**config.mk**
```make
export PLATFORM = sky130hd
export DESIGN_NAME = pc_sequencer
export DESIGN_NICKNAME = d
export VERILOG_FILES = /design/src/rtl/pc_seq_pkg.sv /design/src/rtl/pc_redirect_buf.sv /design/src/rtl/pc_sequencer.sv
export SDC_FILE = /design/constraint.sdc
export NUM_CORES = 1
export LEC_CHECK = 0
export BUFFER_PORTS_ARGS = -buffer_cell sky130_fd_sc_hd__buf_2
export CAP_MARGIN = 10
export CORE_AREA = 2 2 118 120
export CTS_CLUSTER_SIZE = 14
export DETAILED_ROUTE_END_ITERATION = 6
export DIE_AREA = 0 0 120 122
export SLEW_MARGIN = 25
export SYNTH_ARGS = -nofsm -noshare
export SYNTH_HDL_FRONTEND = slang
export SYNTH_HIERARCHICAL = 1
export SYNTH_SLANG_ARGS = --single-unit
```
**constraint.sdc**
```tcl
create_clock -name clk -period 5.3 [get_ports clk]
set_clock_uncertainty 0.05 [all_clocks]
set_input_delay 0.265 -clock clk [delete_from_list [all_inputs] [get_ports clk]]
set_output_delay 0.265 -clock clk [all_outputs]
set_load 0.01 [all_outputs]
```
**src/rtl/pc_seq_pkg.sv**
```systemverilog
// Shared types for the fetch-side PC sequencer: FSM state codes, redirect causes
// ranked by priority, and the sequential PC increment.
package pc_seq_pkg;

  typedef logic [1:0] state_t;
  localparam state_t BOOT  = 2'd0;
  localparam state_t FETCH = 2'd1;
  localparam state_t HOLD  = 2'd2;

  typedef enum logic [1:0] {
    RC_NONE = 2'd0,
    RC_BR   = 2'd1,
    RC_ERET = 2'd2,
    RC_EXC  = 2'd3
  } cause_t;

  localparam int PC_INC = 4;

  // A newer redirect replaces an older one on equal or higher priority.
  function automatic logic outranks(input cause_t newer, input cause_t older);
    return (newer != RC_NONE) && (newer >= older);
  endfunction

endpackage

```
**src/rtl/pc_redirect_buf.sv**
```systemverilog
// Single-entry redirect buffer: holds one cause+target while a fetch is
// outstanding; higher-or-equal priority overwrites, consume clears.
module pc_redirect_buf
  import pc_seq_pkg::*;
#(
  parameter int LENGTH = 32
) (
  input  logic              clk,
  input  logic              reset,
  input  logic              capture,
  input  cause_t            cap_cause,
  input  logic [LENGTH-1:0] cap_target,
  input  logic              consume,
  output cause_t            buf_cause,
  output logic [LENGTH-1:0] buf_target
);

  always_ff @(posedge clk or negedge reset) begin
    if (!reset) begin
      buf_cause  <= RC_NONE;
      buf_target <= '0;
    end else if (consume) begin
      buf_cause  <= RC_NONE;
      buf_target <= '0;
    end else if (capture && outranks(cap_cause, buf_cause)) begin
      buf_cause  <= cap_cause;
      buf_target <= cap_target;
    end
  end

endmodule

```
**src/rtl/pc_sequencer.sv**
```systemverilog
// Drives the pc register's wr/pc_in/p_wr and the fetch handshake.
// Optional macro PC_SEQ_ALIGN_CHECK_EN turns misaligned branch targets into exceptions.
module pc_sequencer
  import pc_seq_pkg::*;
#(
  parameter int                LENGTH       = 32,
  parameter logic [LENGTH-1:0] RESET_VECTOR = 'h00001000,
  parameter logic [LENGTH-1:0] EXC_VECTOR   = 'h00002000
) (
  input  logic              clk,
  input  logic              reset,
  input  logic [LENGTH-1:0] pc_q,
  output logic              fetch_req,
  input  logic              fetch_ack,
  input  logic              stall,
  input  logic              br_valid,
  input  logic [LENGTH-1:0] br_target,
  input  logic              exc_valid,
  input  logic [LENGTH-1:0] exc_pc,
  input  logic              eret_valid,
  output logic              pc_wr,
  output logic              pc_in_sel,
  output logic [LENGTH-1:0] pc_target,
  output logic [LENGTH-1:0] epc,
  output logic              in_exc,
  output logic              redirect_pending
);

  state_t            state, state_nxt;
  logic              align_fault;
  logic              exc_take;
  logic [LENGTH-1:0] exc_pc_eff;
  cause_t            in_cause, buf_cause, best_cause;
  logic [LENGTH-1:0] in_target, buf_target, best_target;
  logic              capture, consume;
  logic              wr, sel, req;
  logic [LENGTH-1:0] tgt;

`ifdef PC_SEQ_ALIGN_CHECK_EN
  assign align_fault = br_valid && (br_target[1:0] != 2'b00);
`else
  assign align_fault = 1'b0;
`endif

  // A real exception keeps its own faulting PC; an alignment fault blames pc_q.
  assign exc_take   = exc_valid || align_fault;
  assign exc_pc_eff = exc_valid ? exc_pc : pc_q;

  always_comb begin
    in_cause  = RC_NONE;
    in_target = '0;
    if (exc_take) begin
      in_cause  = RC_EXC;
      in_target = EXC_VECTOR;
    end else if (eret_valid && in_exc) begin
      in_cause  = RC_ERET;
      in_target = epc;
    end else if (br_valid) begin
      in_cause  = RC_BR;
      in_target = br_target;
    end
  end

  assign best_cause  = outranks(in_cause, buf_cause) ? in_cause  : buf_cause;
  assign best_target = outranks(in_cause, buf_cause) ? in_target : buf_target;

  pc_redirect_buf #(.LENGTH(LENGTH)) u_buf (
    .clk        (clk),
    .reset      (reset),
    .capture    (capture),
    .cap_cause  (in_cause),
    .cap_target (in_target),
    .consume    (consume),
    .buf_cause  (buf_cause),
    .buf_target (buf_target)
  );

  always_comb begin
    state_nxt = state;
    wr        = 1'b0;
    sel       = 1'b0;
    tgt       = '0;
    req       = 1'b0;
    capture   = 1'b0;
    consume   = 1'b0;
    case (state)
      BOOT: begin
        wr        = 1'b1;
        sel       = 1'b1;
        tgt       = RESET_VECTOR;
        state_nxt = FETCH;
      end
      FETCH: begin
        req = 1'b1;
        if (!fetch_ack) begin
          capture = (in_cause != RC_NONE);
        end else if (best_cause != RC_NONE) begin
          wr      = 1'b1;
          sel     = 1'b1;
          tgt     = best_target;
          consume = 1'b1;
        end else if (!stall) begin
          wr = 1'b1;
        end else begin
          state_nxt = HOLD;
        end
      end
      HOLD: begin
        if (in_cause != RC_NONE) begin
          wr        = 1'b1;
          sel       = 1'b1;
          tgt       = in_target;
          state_nxt = FETCH;
        end else if (!stall) begin
          wr        = 1'b1;
          state_nxt = FETCH;
        end
      end
      default: state_nxt = BOOT;
    endcase
  end

  // Outputs are forced low while reset is held, even though BOOT is the reset state.
  assign fetch_req        = reset & req;
  assign pc_wr            = reset & wr;
  assign pc_in_sel        = reset & sel;
  assign pc_target        = reset ? tgt : '0;
  assign redirect_pending = (buf_cause != RC_NONE);

  always_ff @(posedge clk or negedge reset) begin
    if (!reset) begin
      state  <= BOOT;
      epc    <= '0;
      in_exc <= 1'b0;
    end else begin
      state <= state_nxt;
      if (state == FETCH || state == HOLD) begin
        if (in_cause == RC_EXC) begin
          epc    <= exc_pc_eff;
          in_exc <= 1'b1;
        end else if (in_cause == RC_ERET) begin
          in_exc <= 1'b0;
        end
      end
    end
  end

endmodule

```
==> results of run 1 <==
-- power by group through the flow --
stage	Combinational, mW	Clock [mW]	Sequential (mW)
floorplan	0.725	0	0.934
global placement	1.09	0	0.887
detailed placement	1.11	0	0.899
CTS	1.12	0.585	0.893
global route	1.23	0.608	0.925
finish	1.11	0.568	0.891
-- final cells by class --
type | count | area (um^2) | area share (%)
clock buffers | 12 | 256 | 4.99
clock inverters | 4 | 22.5 | 0.438
inverters | 8 | 31.3 | 0.608
multi-input cells | 317 | 2090 | 40.7
flip-flops and latches | 69 | 1730 | 33.6
well taps | 180 | 225 | 4.38
repair buffers | 149 | 790 | 15.3
-- routing by layer --
layer  share of wire, %  vias to the layer above  global-route usage [%]
li1                   -                     1741                       -
met1                 46                     1812                    22.2
met2                 47                      111                    25.9
met3                5.7                        5                    4.03
met4               0.62                        0                    5.15
met5                  0                        -                       0
-- cell usage in the layout, fill, tap and decap left out, types with 3 or more instances in the layout --
cell type / synthesis / layout
buf_2: 8 / 138
nand2_1: 103 / 102
dfrtp_1: 69 / 69
a21oi_1: 36 / 36
nand3_1: 34 / 34
mux2i_1: 34 / 34
mux2_2: 32 / 32
a22o_1: 30 / 30
nor2_1: 9 / 9
clkbuf_16: 0 / 9
buf_4: 1 / 9
inv_1: 8 / 7
ha_1: 7 / 7
clkinv_2: 0 / 4
nand2b_1: 3 / 3
o21ai_1: 3 / 3
-- Yosys cell counts, types with 2 or more instances --
cell / n
nor3_1: 2
buf_2: 8
buf_6: 3
nand2b_1: 3
a22o_1: 30
clkbuf_1: 16
nor3b_2: 2
nor2b_1: 2
a21oi_1: 36
mux2_2: 32
nor4_1: 2
nand2_1: 103
o21ai_0: 2
ha_1: 7
o21ai_1: 3
nor2_1: 9
buf_8: 3
a211oi_4: 2
buf_1: 3
dfrtp_1: 69
nand3_1: 34
inv_1: 8
mux2i_1: 34
-- per-stage QoR --
step / cells / util, % / cell area [um^2] / hold slack (ns) / setup WS (ns)
after floorplan: 428 / - / 4040 / -0.0806 / 2.61
after global placement: 721 / 35.8 / 4830 / 0.446 / 1.68
after detailed placement: 721 / 35.8 / 4830 / 0.451 / 1.62
after CTS: 737 / 37.9 / 5110 / 0.0910 / 1.24
after global routing: 739 / 38.1 / 5140 / 0.0368 / 1.06
final: 739 / 38.1 / 5140 / -0.00481 / 1.29
-- how the worst min path moves through the flow --
stage	start	to	slack, ns	cells after the start
2_1_floorplan	reset	epc[0]	-0.08	0
3_3_place_gp	exc_pc[31]	epc[31]	0.45	2
3_5_place_dp	exc_pc[2]	epc[2]	0.45	2
4_1_cts	exc_pc[19]	epc[19]	0.09	2
5_1_grt	reset	epc[11]	0.04	2
6_report	reset	epc[11]	-0.005	2
-- sequential cells by signal (all words and copies together) (netlist names) --
signal            flops
u_buf/buf_target     32
in_exc                1
u_buf/buf_cause       2
state                 2
epc                  32
-- cell families (layout without fill, tap and decap cells) --
kind of cell             Yosys count  in the layout  share of synthesized area [%]
flip-flops                        69             69                           42.8
buffers and inverters             42            173                           5.64
AND/OR/NAND/NOR                  163            163                           17.8
adder cells (fa/ha/maj)            7              7                           2.17
multiplexers                      66             66                           17.3
AO/OA/AOI/OAI                     81             81                           14.3
==> impl_metrics.toml, run 1 <==
[run_status]
outcome = "finished, violations left"
violations = "hold timing"

[worst_setup_path]
path_delay_family = "simple AND/OR/NAND/NOR gates"
max_stage_delay_ns = 0.64
reg2reg_depth = 9
rrSetupSlack_ns = 1.79
crit_end = "pc_target[0]"
cp_cell_sequence = "nand2_1 > buf_4 > nand2b_1 > ha_1 > nor2_1 > a211oi_4 > a31oi_1 > nor2_2 > buf_4 > a22o_1 > buf_2"
crit_start = "in_exc"
reg2reg_from = "in_exc"
start_kind = "register"
cp_num_buf_inv = 3
crit_path_end_kind = "output pin"
worstPathArrival_ns = 3.70
crit_required_ns = 4.99
path_max_fanout = 33
cp_common_cell = "buf_4"
r2r_end = "u_buf/buf_cause[0]"
crit_path_top_delay_cell = "nor2_2"
cp.depth = 11
critPathKind = "register to output pin"

[clocking]
clock-sinks = 69
cts.path.max_buffers = 2
cts_buffers = 9
cts_tree = "done"
ctsResizeCount = 0
clkTransAtPathRegs_ns = 0.06
hold_buffers = 0
clock_latency_ns = 0.34
ctsRootBufferMaster = "clkbuf_16"
post-cts-setup-buffers = 0
htreeDepth = 3

[timing]
rsz0062_at_grt = "false"
setup_viol_count_final = 0
fin_hold_ws_ns = -0.00481
period_share_pct = 75.7
fmax_mhz = 249
fin_setup_tns_ns = 0
drv_slew = 0
layout_min_cycle_time_ns = 4.01
slew_headroom_pct = 41.2
worst_pin_slew_ns = 0.879
final_hold_viol_count = 4

[yosys]
synth_cell_types = 38
ys_async_sr_fraction_pct = 100
synthTopCellsByArea = "dfrtp_1 43%, nand2_1 9.6%, mux2_2 8.9%"
postSynthCellCount = 428
synthDominantCellAreaShare_pct = 42.8
ys.flop_type = "dfrtp_1"
synth_area_leader_cell = "dfrtp_1"
yosys_warnings = 6
yosys_register_bits = 69
post_synth_instance_area_mm2 = 0.00404
ys_seq_area_share_pct = 42.8
synth_edf_count = 0
syn_area_per_cell_um2 = 9.44
synth_nets = 538

[floorplanning]
coreArea_mm2 = 0.0135
die_w_um = 120
die_h_um = 122
initial_core_util_pct = 29.9
die-area_mm2 = 0.0146
ios = 172
placement_rows = 43

[hold_path]
hold_class = "primary input to async pin"

[route]
wirelength_um = 11700
viasPerCell = 4.96
ant_nets = 0
drt_first_pass_iters = 4
post_drt_wl_per_cell_um = 15.8
drc = 0
dr.first_iter.drc_count = 254
vias = 3669

[pwr]
p_clk_share_pct = 22.1
combPwrFrac_pct = 43.2
power_mw = 2.57
p_int_mw = 1.57
p_sw_share_pct = 39.0
switchingPower_mw = 1.00
leakagePower_nw = 2.42
p_per_area_mw_per_mm2 = 500
ir_drop_mv = 0.253
p_seq_share_pct = 34.7

[global_routing]
grt_max_degree = 71
grt_usage_pct = 16.4
grt_pass1_wl_um = 18900
grt_pass1_vias = 3632
grt_antenna_before_repair = 0
gr-total-overflow = 0

[placed_design]
dp.final_hpwl_um = 7830
gp_congestion = 0.809
io_buffers = 139

[finish]
drive_gt1_share_pct = 37.0
final.fill_count = 1389
diodes = 0
nets = 664
area_growth_pct = 27.4

[run]
max_cap_viol_count = 0
Power figures use the tool's default switching activity.
==> inputs of run 2 (changes only) <==
==> constraint.sdc (replaced) <==
create_clock -name clk -period 3.6 [get_ports clk]
set_clock_uncertainty 0.05 [all_clocks]
set_input_delay 0.18 -clock clk [delete_from_list [all_inputs] [get_ports clk]]
set_output_delay 0.18 -clock clk [all_outputs]
set_load 0.01 [all_outputs]
==> run 2 against run 1 <==
The flow now finishes without violations. Register-to-register slack lost 1.2 ns. Sequential cell count is the same. Final area shrank 0.73%. Total power grew 45%. Combinational power grew 49%. Wire length grew 3.7%. Die area is the same. Worst setup slack lost 0.72 ns. Largest cell class unchanged. Largest power group unchanged.
==> impl_metrics.toml, run 2 (same netlist as run 1, synthesis figures left out) <==
[run_status]
outcome = "complete, no violations"

[timing]
setup_slack_ns = 0.564
slew_headroom_pct = 32.8
setup_viol_count_final = 0
fin_hold_ws_ns = 0.0220
period_share_pct = 84.3
final_hold_viol_count = 0
rsz0062_at_grt = "false"
fin_setup_tns_ns = 0
fmax_mhz = 329
worst_pin_slew_ns = 1.00
layout_min_cycle_time_ns = 3.04
drv_slew = 0

[floorplanning]
placement_rows = 43
ios = 172
die-area_mm2 = 0.0146
die_h_um = 122
die_w_um = 120
initial_core_util_pct = 29.9
coreArea_mm2 = 0.0135

[placed_design]
dp.final_hpwl_um = 8380
gp_congestion = 0.809
io_buffers = 139
post-place-ws_ns = 0.624

[worst_setup_path]
critPathKind = "register to register"
rrSetupSlack_ns = 0.56
crit_required_ns = 3.77
crit_path_top_delay_cell = "clkinv_2"
reg2reg_from = "in_exc"
worstPathArrival_ns = 3.21
max_stage_delay_ns = 0.78
cp_cell_sequence = "nand2_1 > nand2b_1 > ha_1 > nor2_1 > o21a_1 > nor2_1 > clkinv_2 > a31o_2"
reg2reg_depth = 8
start_kind = "register"
cp_common_cell = "nor2_1"
path_max_fanout = 65
r2r_end = "u_buf/buf_cause[0]"
crit_path_end_kind = "register"

[global_routing]
grt_antenna_before_repair = 0
top_usage_layer = "met2"
grt_pass1_wl_um = 19300
grt.met3_usage_pct = 4.54
gr-total-overflow = 0
grtUsageMet2_pct = 27.6
met1_usage_pct = 21.3
grt_pass1_vias = 3761
grt_usage_pct = 17.0
grt_max_degree = 66

[hold_path]
min_path_cells = 2
hold_class = "primary input to register"
hold_path.startpoint = "exc_pc[10]"
holdPathEnd = "epc[10]"

[finish]
diodes = 0
nets = 665
reg_top3 = "epc: 32 flops, u_buf/buf_target: 32 flops"
final_cell_mix = "138 x buf_2, 102 x nand2_1, 69 x dfrtp_1, 36 x a21oi_1"
area_growth_pct = 26.5
drive_gt1_share_pct = 36.6
layout_commonest_cell = "buf_2"

[clocking]
cts_buffers = 9
ctsRootBufferMaster = "clkbuf_16"
ctsResizeCount = 0
clock_latency_ns = 0.34
clkTransAtPathRegs_ns = 0.05
post-cts-setup-buffers = 0
cts.path.max_buffers = 2
clock-sinks = 69
cts_tree = "done"
htreeDepth = 3

[pwr]
switchingPower_mw = 1.48
leakagePower_nw = 2.40
p_sw_share_pct = 39.5
power_mw = 3.74
p_clk_share_pct = 20.7
ir_drop_mv = 0.358
p_int_mw = 2.26
combPwrFrac_pct = 44.1
p_seq_share_pct = 35.2
p_per_area_mw_per_mm2 = 732

[route]
wirelength_um = 12100
ant_nets = 0
viasPerCell = 4.98
vias = 3674
drt_first_pass_iters = 4
dr.first_iter.drc_count = 196
post_drt_wl_per_cell_um = 16.4
drc = 0

[run]
max_cap_viol_count = 0
[run 2: through the flow]
stage	util (%)	area [um^2]	std cells
after global routing	37.8	5110	738
after CTS	37.8	5110	738
after global placement	35.9	4850	723
after detailed placement	35.9	4850	723
final	37.8	5110	738
after floorplan	-	4040	428
[run 2: layer usage]
layer	vias to the layer above	share of wire [%]
li1	1746	-
met1	1811	44
met2	101	48
met3	16	5.5
met4	0	2.1
met5	-	0
[run 2: worst max path at each step]
stage	slack, ns	start	depth (start not counted)	endpoint
6_report	0.56	in_exc	8	u_buf/buf_cause[0]
4_1_cts	0.62	in_exc	8	u_buf/buf_target[13]
5_1_grt	0.33	in_exc	8	u_buf/buf_cause[0]
2_1_floorplan	0.99	in_exc	9	pc_target[31]
3_3_place_gp	0.77	in_exc	8	u_buf/buf_target[9]
3_5_place_dp	0.62	in_exc	8	u_buf/buf_target[30]
[run 2: layout make-up]
class | instances | area [um^2]
flip-flops and latches | 69 | 1730
repair buffers | 150 | 783
multi-input cells | 317 | 2090
inverters | 8 | 31.3
fillers | 1399 | 8400
clock inverters | 3 | 15.0
well taps | 180 | 225
clock buffers | 11 | 233
[run 2: critical path: cells and delay by family (launching register included)]
family / cells / cell delay [ns]
buf+inv: 1 / 0.78
fa+ha+maj: 1 / 0.30
compound gates: 2 / 0.64
simple gates: 4 / 0.69
flops: 1 / 0.45
[run 2: repair_timing]
action                                  4_1_cts  5_1_grt
hold buffers                                  1        0
endpoints found under the setup margin        0        0
hold endpoints to repair                     18        0
[run 2: power groups by stage]
stage	Combinational (mW)	Clock [mW]	Sequential (mW)
6_report	1.65	0.775	1.32
5_1_grt	1.82	0.838	1.36
4_1_cts	1.67	0.800	1.32
3_5_place_dp	1.66	0	1.33
3_3_place_gp	1.61	0	1.31
2_1_floorplan	1.07	0	1.38
